File: src/rtl/sc_spi_dbuf_pkg.sv
`default_nettype none
// ============================================================================
// Module  : sc_spi_dbuf_pkg
// Brief   : Shared types, sizes and state encoding for the SPI data buffer.
// Revision: 1.0 - initial release
// ============================================================================
package sc_spi_dbuf_pkg;

    localparam int NUM_WORDS = 16;
    localparam int PTR_W     = 4;
    localparam int DATA_W    = 32;
    localparam int CNT_W     = 5;

    typedef logic [DATA_W-1:0] word_t;
    typedef logic [PTR_W-1:0]  ptr_t;
    typedef logic [CNT_W-1:0]  cnt_t;

    localparam logic [2:0] c_ST_IDLE  = 3'd0;
    localparam logic [2:0] c_ST_START = 3'd1;
    localparam logic [2:0] c_ST_RUN   = 3'd2;
    localparam logic [2:0] c_ST_DRAIN = 3'd3;
    localparam logic [2:0] c_ST_DONE  = 3'd4;

    // Receive word count saturates at the buffer depth
    function automatic cnt_t sat_inc(input cnt_t v);
        return (v >= CNT_W'(NUM_WORDS)) ? v : v + 1'b1;
    endfunction

endpackage
`default_nettype wire

File: src/rtl/sc_spi_dbuf_if.sv
`default_nettype none
// ============================================================================
// Module  : sc_spi_dbuf_if
// Brief   : Host and engine signal bundle for the SPI data buffer.
// Revision: 1.0 - initial release
// ============================================================================
interface sc_spi_dbuf_if;
    import sc_spi_dbuf_pkg::*;

    logic  HWE;
    ptr_t  HWADDR;
    word_t HWDATA;
    ptr_t  HRADDR;
    word_t HRDATA;
    logic  HSTART;
    logic  HBUSY;
    logic  HDONE;
    logic  HWERR;
    cnt_t  HRXCNT;
    logic  SPISTART;
    logic  SPIBUSY;
    ptr_t  TXDPT;
    word_t TXDATA;
    word_t RXDATA;
    logic  RXVALID;
    ptr_t  RXDPT;

    modport slave (
        input  HWE, HWADDR, HWDATA, HRADDR, HSTART, SPIBUSY, TXDPT, RXDATA, RXVALID, RXDPT,
        output HRDATA, HBUSY, HDONE, HWERR, HRXCNT, SPISTART, TXDATA
    );

    modport master (
        output HWE, HWADDR, HWDATA, HRADDR, HSTART, SPIBUSY, TXDPT, RXDATA, RXVALID, RXDPT,
        input  HRDATA, HBUSY, HDONE, HWERR, HRXCNT, SPISTART, TXDATA
    );

endinterface
`default_nettype wire

File: src/rtl/sc_spi_dbuf_ram.sv
`default_nettype none
// ============================================================================
// Module  : sc_spi_dbuf_ram
// Brief   : 16x32 register file, one write port, combinational or registered read.
// Revision: 1.0 - initial release
// ============================================================================
module sc_spi_dbuf_ram
    import sc_spi_dbuf_pkg::*;
#(
    parameter bit REG_READ = 1'b0
) (
    input  wire logic  clk,
    input  wire logic  rst,
    input  wire logic  i_wen,
    input  wire ptr_t  i_waddr,
    input  wire word_t i_wdata,
    input  wire ptr_t  i_raddr,
    output      word_t o_rdata
);

    word_t r_mem [NUM_WORDS];

    always_ff @(posedge clk or posedge rst) begin
        if (rst) begin
            for (int i = 0; i < NUM_WORDS; i++) begin
                r_mem[i] <= '0;
            end
        end else if (i_wen) begin
            r_mem[i_waddr] <= i_wdata;
        end
    end

    generate
        if (REG_READ) begin : g_reg_rd
            // Samples the array before this edge's write: read-before-write
            word_t r_rdata;
            always_ff @(posedge clk or posedge rst) begin
                if (rst) begin
                    r_rdata <= '0;
                end else begin
                    r_rdata <= r_mem[i_raddr];
                end
            end
            assign o_rdata = r_rdata;
        end else begin : g_comb_rd
            assign o_rdata = r_mem[i_raddr];
        end
    endgenerate

endmodule
`default_nettype wire

File: src/rtl/sc_spi_dbuf.sv
`default_nettype none
// ============================================================================
// Module  : sc_spi_dbuf
// Brief   : SPI transmit/receive word buffers and start/busy/done sequencer.
// Revision: 1.0 - initial release
// ============================================================================
module sc_spi_dbuf
    import sc_spi_dbuf_pkg::*;
#(
    parameter int DRAIN_CYC = 2
) (
    input wire logic     SPICLK,
    input wire logic     SYSRST,
    sc_spi_dbuf_if.slave bus
);

    localparam int            c_CNT_W      = (DRAIN_CYC > 1) ? $clog2(DRAIN_CYC) : 1;
    localparam [c_CNT_W-1:0]  c_DRAIN_LOAD = c_CNT_W'(DRAIN_CYC - 1);

    logic [2:0]         r_state;
    logic [c_CNT_W-1:0] r_drain;
    logic               r_spistart;
    logic               r_hbusy;
    logic               r_hdone;
    logic               r_hwerr;
    cnt_t               r_rxcnt;

    logic w_start_acc;
    logic w_tx_wen;

    assign w_start_acc = (r_state == c_ST_IDLE) && bus.HSTART;
    // HBUSY is still low in the accept cycle, so a coincident write lands
    assign w_tx_wen    = bus.HWE && !r_hbusy;

    always_ff @(posedge SPICLK or posedge SYSRST) begin
        if (SYSRST) begin
            r_state    <= c_ST_IDLE;
            r_drain    <= '0;
            r_spistart <= 1'b0;
            r_hbusy    <= 1'b0;
            r_hdone    <= 1'b0;
        end else begin
            r_hdone <= 1'b0;
            case (r_state)
                c_ST_IDLE: begin
                    if (bus.HSTART) begin
                        r_state    <= c_ST_START;
                        r_spistart <= 1'b1;
                        r_hbusy    <= 1'b1;
                    end
                end
                c_ST_START: begin
                    if (bus.SPIBUSY) begin
                        r_state    <= c_ST_RUN;
                        r_spistart <= 1'b0;
                    end
                end
                c_ST_RUN: begin
                    if (!bus.SPIBUSY) begin
                        r_state <= c_ST_DRAIN;
                        r_drain <= c_DRAIN_LOAD;
                    end
                end
                c_ST_DRAIN: begin
                    if (r_drain == '0) begin
                        r_state <= c_ST_DONE;
                        r_hdone <= 1'b1;
                        r_hbusy <= 1'b0;
                    end else begin
                        r_drain <= r_drain - 1'b1;
                    end
                end
                c_ST_DONE: begin
                    r_state <= c_ST_IDLE;
                end
                default: begin
                    r_state    <= c_ST_IDLE;
                    r_spistart <= 1'b0;
                    r_hbusy    <= 1'b0;
                end
            endcase
        end
    end

    always_ff @(posedge SPICLK or posedge SYSRST) begin
        if (SYSRST) begin
            r_rxcnt <= '0;
            r_hwerr <= 1'b0;
        end else begin
            r_hwerr <= bus.HWE && r_hbusy;
            if (w_start_acc) begin
                r_rxcnt <= '0;
            end else if (bus.RXVALID) begin
                r_rxcnt <= sat_inc(r_rxcnt);
            end
        end
    end

    sc_spi_dbuf_ram #(.REG_READ(1'b0)) u_txbuf (
        .clk     (SPICLK),
        .rst     (SYSRST),
        .i_wen   (w_tx_wen),
        .i_waddr (bus.HWADDR),
        .i_wdata (bus.HWDATA),
        .i_raddr (bus.TXDPT),
        .o_rdata (bus.TXDATA)
    );

    sc_spi_dbuf_ram #(.REG_READ(1'b1)) u_rxbuf (
        .clk     (SPICLK),
        .rst     (SYSRST),
        .i_wen   (bus.RXVALID),
        .i_waddr (bus.RXDPT),
        .i_wdata (bus.RXDATA),
        .i_raddr (bus.HRADDR),
        .o_rdata (bus.HRDATA)
    );

    assign bus.SPISTART = r_spistart;
    assign bus.HBUSY    = r_hbusy;
    assign bus.HDONE    = r_hdone;
    assign bus.HWERR    = r_hwerr;
    assign bus.HRXCNT   = r_rxcnt;

endmodule
`default_nettype wire

File: src/flat_wrapper.sv
// flat-port wrapper written by rule: the top's interface ports become plain ports
module sc_spi_dbuf_flat import sc_spi_dbuf_pkg::*;
#(
    parameter int DRAIN_CYC = 2
)
  (SPICLK, SYSRST, bus_HWE, bus_HWADDR, bus_HWDATA, bus_HRADDR, bus_HSTART, bus_SPIBUSY, bus_TXDPT, bus_RXDATA, bus_RXVALID, bus_RXDPT, bus_HRDATA, bus_HBUSY, bus_HDONE, bus_HWERR, bus_HRXCNT, bus_SPISTART, bus_TXDATA);
  sc_spi_dbuf_if bus_i ();
  input wire logic SPICLK;
  input wire logic SYSRST;
  input wire logic [$bits(bus_i.HWE)-1:0] bus_HWE;
  input wire logic [$bits(bus_i.HWADDR)-1:0] bus_HWADDR;
  input wire logic [$bits(bus_i.HWDATA)-1:0] bus_HWDATA;
  input wire logic [$bits(bus_i.HRADDR)-1:0] bus_HRADDR;
  input wire logic [$bits(bus_i.HSTART)-1:0] bus_HSTART;
  input wire logic [$bits(bus_i.SPIBUSY)-1:0] bus_SPIBUSY;
  input wire logic [$bits(bus_i.TXDPT)-1:0] bus_TXDPT;
  input wire logic [$bits(bus_i.RXDATA)-1:0] bus_RXDATA;
  input wire logic [$bits(bus_i.RXVALID)-1:0] bus_RXVALID;
  input wire logic [$bits(bus_i.RXDPT)-1:0] bus_RXDPT;
  output wire logic [$bits(bus_i.HRDATA)-1:0] bus_HRDATA;
  output wire logic [$bits(bus_i.HBUSY)-1:0] bus_HBUSY;
  output wire logic [$bits(bus_i.HDONE)-1:0] bus_HDONE;
  output wire logic [$bits(bus_i.HWERR)-1:0] bus_HWERR;
  output wire logic [$bits(bus_i.HRXCNT)-1:0] bus_HRXCNT;
  output wire logic [$bits(bus_i.SPISTART)-1:0] bus_SPISTART;
  output wire logic [$bits(bus_i.TXDATA)-1:0] bus_TXDATA;
  assign bus_i.HWE = bus_HWE;
  assign bus_i.HWADDR = bus_HWADDR;
  assign bus_i.HWDATA = bus_HWDATA;
  assign bus_i.HRADDR = bus_HRADDR;
  assign bus_i.HSTART = bus_HSTART;
  assign bus_i.SPIBUSY = bus_SPIBUSY;
  assign bus_i.TXDPT = bus_TXDPT;
  assign bus_i.RXDATA = bus_RXDATA;
  assign bus_i.RXVALID = bus_RXVALID;
  assign bus_i.RXDPT = bus_RXDPT;
  assign bus_HRDATA = bus_i.HRDATA;
  assign bus_HBUSY = bus_i.HBUSY;
  assign bus_HDONE = bus_i.HDONE;
  assign bus_HWERR = bus_i.HWERR;
  assign bus_HRXCNT = bus_i.HRXCNT;
  assign bus_SPISTART = bus_i.SPISTART;
  assign bus_TXDATA = bus_i.TXDATA;
  sc_spi_dbuf #(.DRAIN_CYC(DRAIN_CYC)) u_core (.SPICLK(SPICLK), .SYSRST(SYSRST), .bus(bus_i));
endmodule
File: config.mk
export PLATFORM = sky130hd
export DESIGN_NAME = sc_spi_dbuf_flat
export DESIGN_NICKNAME = d
export VERILOG_FILES = /design/src/rtl/sc_spi_dbuf_pkg.sv /design/src/rtl/sc_spi_dbuf_if.sv /design/src/rtl/sc_spi_dbuf_ram.sv /design/src/rtl/sc_spi_dbuf.sv /design/src/flat_wrapper.sv
export SDC_FILE = /design/constraint.sdc
export NUM_CORES = 2
export LEC_CHECK = 0
export BUFFER_PORTS_ARGS = -buffer_cell sky130_fd_sc_hd__clkbuf_2
export CAP_MARGIN = 20
export CORE_ASPECT_RATIO = 0.75
export CORE_UTILIZATION = 31
export CTS_CLUSTER_DIAMETER = 50
export DETAILED_ROUTE_END_ITERATION = 12
export PLACE_DENSITY = 0.55
export SLEW_MARGIN = 20
export SYNTH_ARGS = -nofsm -noshare
export SYNTH_HDL_FRONTEND = slang
export SYNTH_HIERARCHICAL = 1
export SYNTH_SLANG_ARGS = --single-unit
File: constraint.sdc
create_clock -name SPICLK -period 60 [get_ports SPICLK]
set_clock_uncertainty 0.1 [all_clocks]
set_input_delay 12 -clock SPICLK [delete_from_list [all_inputs] [get_ports SPICLK]]
set_output_delay 12 -clock SPICLK [all_outputs]
set_load 0.01 [all_outputs]
### After elaboration in Yosys (flattened, before gate mapping)

Cells that the tools add are included.

| storage, ports and cells | value |
|---|---|
| ROM bits | 0 |
| latch bits | 0 |
| memories kept | 0 |
| bits of input ports | 86 |
| logic and storage cells | 110 |
| register bits after elaboration | 1,069 |
| output and inout bits | 73 |
| RAM bits | 0 |

| operators by class | value |
|---|---|
| eq/ne operators | 9 |
| multiply operators | 0 |
| $add $sub $neg | 2 |
| bitwise operators | 6 |
| reductions and logical operators | 16 |
| shift-type cells | 0 |
| divide/modulo/power cells | 0 |
| order comparisons | 7 |
| multiplexer cells | 30 |

Operators by type and width:

| cell | number |
|---|---|
| bitwise mux 512 bit | 2 |
| binary-select mux 32 bit (select 4 bit) | 2 |
| demux 32 bit (select 4 bit) | 2 |
| 2-to-1 mux 32 bit | 6 |
| greater-or-equal comparator 5 bit, second input constant | 5 |
| NOT 4 -> 5 bit | 4 |
| 2-to-1 mux 5 bit | 3 |
| 2-to-1 mux 3 bit | 4 |
| one-hot mux 3 bit (4 select lines) | 1 |
| < comparator 5 x 1 -> 1 bit, second input constant | 2 |
| inequality test 2 bit, second input constant | 4 |
| 2-to-1 mux 1 bit | 7 |
| == test 3 x 2 -> 1 bit, second input constant | 2 |
| one-hot mux 1 bit (3 select lines) | 2 |
| AND reduction 3 bit | 2 |
| OR reduction 3 bit | 2 |
| adder 5 x 1 -> 5 bit, second input constant | 1 |
| logical AND 1 bit | 5 |
| AND reduction 2 bit | 2 |
| AND reduction 4 bit | 1 |
| nonzero test 2 bit | 2 |
| == test 3 x 1 -> 1 bit, second input constant | 1 |
| == test 3 bit, second input constant | 1 |
| zero test 3 bit | 1 |
| other kinds (5) | 6 |

### Longest topological paths before layout

| depth | value |
|---|---|
| depth after elaboration | 6 |
| gate-level depth with buffers | 6 |
| depth with buffers taken out | 4 |

### Modules after synthesis

Netlist, hierarchy kept.

By module, submodules not included:

| module | cells an instance | times used | area an instance (um2) |
|---|---|---|---|
| sc_spi_dbuf_ram (u_core.u_rxbuf) | 1,438 | 1 | 23,607.6 |
| sc_spi_dbuf_ram (u_core.u_txbuf) | 1,410 | 1 | 22,945.8 |
| sc_spi_dbuf | 58 | 1 | 608.1 |

### Least setup slack after synthesis

No wires, ideal clock.

| timing | value |
|---|---|
| path kind | input to output |
| start point | in bus_TXDPT[0] |
| end point | out bus_TXDATA[0] |
| data required time | 47,900 ps |
| arrival | 13,350 ps |
| setup slack | 34,550 ps |
| stages on the path | 5 |
| cell sequence | buf_2 -> buf_2 -> mux4_2 -> a22oi_1 -> nand2_1 |

| between the ends | value |
|---|---|
| word-level cells in the longest chain between the ends | 4 |

RTL lines:

| item | RTL line | text |
|---|---|---|
| start, declared | flat_wrapper.sv:16 | `input wire logic [$bits(bus_i.TXDPT)-1:0] bus_TXDPT;` |
| NOT 4 -> 5 bit (implied by the code) | sc_spi_dbuf_ram.sv:46 | `assign o_rdata = r_mem[i_raddr];` |
| binary-select mux 32 bit (select 4 bit) | sc_spi_dbuf_ram.sv:46 |  |
| 2-to-1 mux 32 bit (implied by the code) (2 in series) | sc_spi_dbuf_ram.sv:46 |  |
| end, declared | flat_wrapper.sv:26 | `output wire logic [$bits(bus_i.TXDATA)-1:0] bus_TXDATA;` |

Every way passes these cells. The select of a mux whose other input is x is not followed.

### Worst setup path after layout

| timing | value |
|---|---|
| start point | in bus_TXDPT[0] |
| end point | out bus_TXDATA[26] |

Same word-level chain as after synthesis.

==> metrics.csv <==
metric;value;unit
Via Count;25830;
setup slack, reg-to-reg;56.40;ns
Finished Core Util;36.0;%
total clock sinks;1069;
Synth Register Bits;1069;
pin count of the biggest net entering global routing;161;
RSZ-0062 raised after global routing;false;
internal power;1.65;mW
Post-Place Cells;4859;
combinational share of power;18.5;%
adder-cell share of the synthesized area;0.0265;%
Initial Utilization;31.3;%
Die ar.;154000;µm²
DR iter-0 viols;1661;
Hold Path End;u_core/u_txbuf/r_mem[211];
Max Slew Vio Count;0;
clock slew at reported path FFs;0.06;ns
final setup violation count;0;
TritonCTS clock tree;yes;
I/O pins;159;
Synth Flop Type;dfrtp_1;
Cell Rows;123;
worst-margin pin slew;1.11;ns
Fin Setup TNS;0;ns
synthesized net count;2993;
NetSw;0.573;mW
Sequential Power Share;47.0;%
clock buffer depth;3;
nets;3065;
final WL;125;mm
CP Data Arrival Time;14.90;ns
post-synthesis compound-gate area fraction;2.22;%
Static Leak;24.4;nW
first-pass GRT wire length;191;mm
CTS-repair resized insts;0;
Die W;452;µm
Crit Path Max Fanout;79;
TritonCTS Buffers;117;
largest family of logic cells by synthesized area;multiplexers;
most common cell in the netlist;dfrtp_1;
CP Launch Point;bus_TXDPT[0];
Syn Area/Cell;16.2;µm²
Root Driver;clkbuf_16;
top cell type's share of synthesized area;56.7;%
multi-input logic area;19400;µm²
Syn Inst Count;2906;
r2r endpoint;u_core/u_txbuf/r_mem[421];
Final Hold Viols;0;
final worst path period need;27.00;ns
Post-CTS Hold Buffers;0;
Pre-Repair DR Iteration Count;5;
r2r worst-path depth;5;
Post-Syn Area;47200;µm²
Hold Path Origin;u_core/u_txbuf/r_mem[211];
P&R area growth vs syn;14.8;%
grt total ovfl;0;
fill cell count;14341;
Core ar.;151000;µm²
share of the yosys chip area belonging to registers;56.7;%
vias per cell;5.09;
Clk network pwr share;34.5;%
CP Data Required Time;47.90;ns
Max Clk Rate;37.0;MHz
Skew-Pair Late Insertion Delay;0.76;ns
fraction of registers with async set/reset;100;%
number of global-route vias before repair;27588;
EDFF count, synth;0;
cell taking the most area after synthesis;dfrtp_1;
GP Congestion;0.728;
worst min path class;flip-flop to flip-flop;
antenna-violating nets left;0;
WL/cell;24.6;µm
DIE HEIGHT;340;µm
Crit Path Class;input pin to primary output;
I/O Buffers;158;
Detail Placement HPWL;68.7;mm
switch share;25.8;%
hold path cells;1;
Setup crit end kind;primary output;
share of post-route cells with drive strength above 1;55.5;%
Remaining DRCs;0;
Setup crit start kind;input pin;
CTS H-tree lvls;3;
Max-cap violations;0;
register area;26800;µm²
total power;2.22;mW
PD cells;41.0;nW/µm²
Synth area leaders;dfrtp_1 (57%), mux2_2 (23%), mux4_2 (12%);
initial antenna violation count;8;
xor and xnor area share after synthesis;0.0557;%
synth warn;6;
Synth top cells by count;dfrtp_1 (1069), mux2_2 (967), mux4_2 (256);
fraction of the mapped netlist area in simple logic gates;1.48;%
Rel. slew slack;25.8;%
r2r startpoint;u_core/bus.HBUSY;
Final Non-Filler Cells;5078;
Global Route Usage Sum;16.5;%
setup repair bufs after CTS;0;
multiplexer share of the synthesized area;36.9;%
Max VDD drop;0.0274;mV
status;completed;
Tcrit/Tclk final;45.0;%
Unique masters post-synth;38;
[power by group through the flow]
stage | clock network, mW | registers [mW] | logic, mW
floorplan | 0 | 1.02 | 0.334
global placement | 0 | 1.05 | 0.404
detailed placement | 0 | 1.05 | 0.417
CTS | 0.787 | 1.04 | 0.418
global route | 0.816 | 1.07 | 0.446
finish | 0.765 | 1.04 | 0.411
[metrics by stage]
stage	hold slack [ns]	area (µm²)	worst slack, ns
2_1_floorplan	0.352	47200	32.69
3_3_place_gp	0.367	50000	32.98
3_5_place_dp	0.374	50000	32.92
4_1_cts	0.388	54100	32.91
5_1_grt	0.398	54100	32.73
6_report	0.386	54100	33.00
[routing by layer]
metal  wire (µm)  part of all wire [%]  vias up  global-route usage [%]
li1            -                     -    10984                       -
met1       62400                    50    14279                    25.2
met2       55900                    45      389                    24.5
met3        3920                   3.1      176                    2.42
met4        2650                   2.1        2                    3.88
met5           8                0.0064        -                       0
[cell type report]
| type | instances | share of cell area (%) |
|---|---|---|
| clock inverters | 45 | 1.19 |
| clock buffers | 173 | 6.49 |
| flip-flops and latches | 1069 | 49.4 |
| well taps | 2000 | 4.62 |
| repair buffers | 214 | 2.33 |
| multi-input cells | 1570 | 35.9 |
| inverters | 6 | 0.0693 |
| diodes | 1 | 0.00462 |
[sequential cells by signal, summed over array words and instances, names as in the netlist]
| signal | count |
|---|---|
| u_core/r_drain | 1 |
| u_core/u_rxbuf/o_rdata | 32 |
| u_core/bus.HRXCNT | 5 |
| u_core/u_rxbuf/r_mem | 512 |
| u_core/bus.HBUSY | 1 |
| u_core/r_state | 3 |
| u_core/u_txbuf/r_mem | 512 |
| u_core/bus.HDONE | 1 |
| u_core/bus.HWERR | 1 |
| u_core/bus.SPISTART | 1 |
[logic make-up after synthesis]
logic type | count (synthesis)
buffers and inverters | 267
flip-flops | 1069
AND/OR/NAND/NOR | 144
XOR/XNOR | 3
adder cells (fa/ha/maj) | 1
multiplexers | 1281
AO/OA/AOI/OAI | 141
[worst max-delay path by stage]
stage                                endpoint  slack (ns)  depth (start not counted)
floorplan           u_core/u_rxbuf/o_rdata[0]       32.69                          1
global placement               bus_TXDATA[16]       32.98                          6
detailed placement             bus_TXDATA[26]       32.92                          6
CTS                            bus_TXDATA[26]       32.91                          6
global route                   bus_TXDATA[26]       32.73                          6
finish                         bus_TXDATA[26]       33.00                          6
[layout by cell type (no fill, tap or decap), types with 3 or more instances in the layout]
master,netlist,routed
clkbuf_2,0,154
xor2_1,3,3
nand2_2,1,3
nand2b_1,10,6
nor3_4,0,3
nor3b_1,4,4
clkinv_4,0,4
buf_4,4,53
clkinvlp_4,0,6
buf_6,6,4
clkbuf_16,0,120
clkinv_16,0,4
nand3_1,5,4
dfrtp_1,1069,1069
mux4_2,256,256
or3_2,0,4
and2_2,1,3
clkbuf_1,122,22
a31oi_1,4,4
clkbuf_8,0,31
mux2_1,27,27
nand3b_1,6,6
nand2_1,70,68
bufinv_16,0,10
nor2_1,24,7
inv_1,6,4
clkinv_2,0,14
nor2_4,0,17
nor2b_4,0,5
a22oi_1,129,129
mux2_4,30,30
a21oi_1,3,3
nand2b_2,0,4
mux2_2,967,967
inv_8,0,7
[critical path: stages]
cell and delay (ns):
buf_8 0.69, buf_4 0.92, mux4_2 0.61, a22oi_1 0.24, nand2_1 0.17, clkbuf_2 0.17
Note: power is estimated with default switching activity, not from simulation.
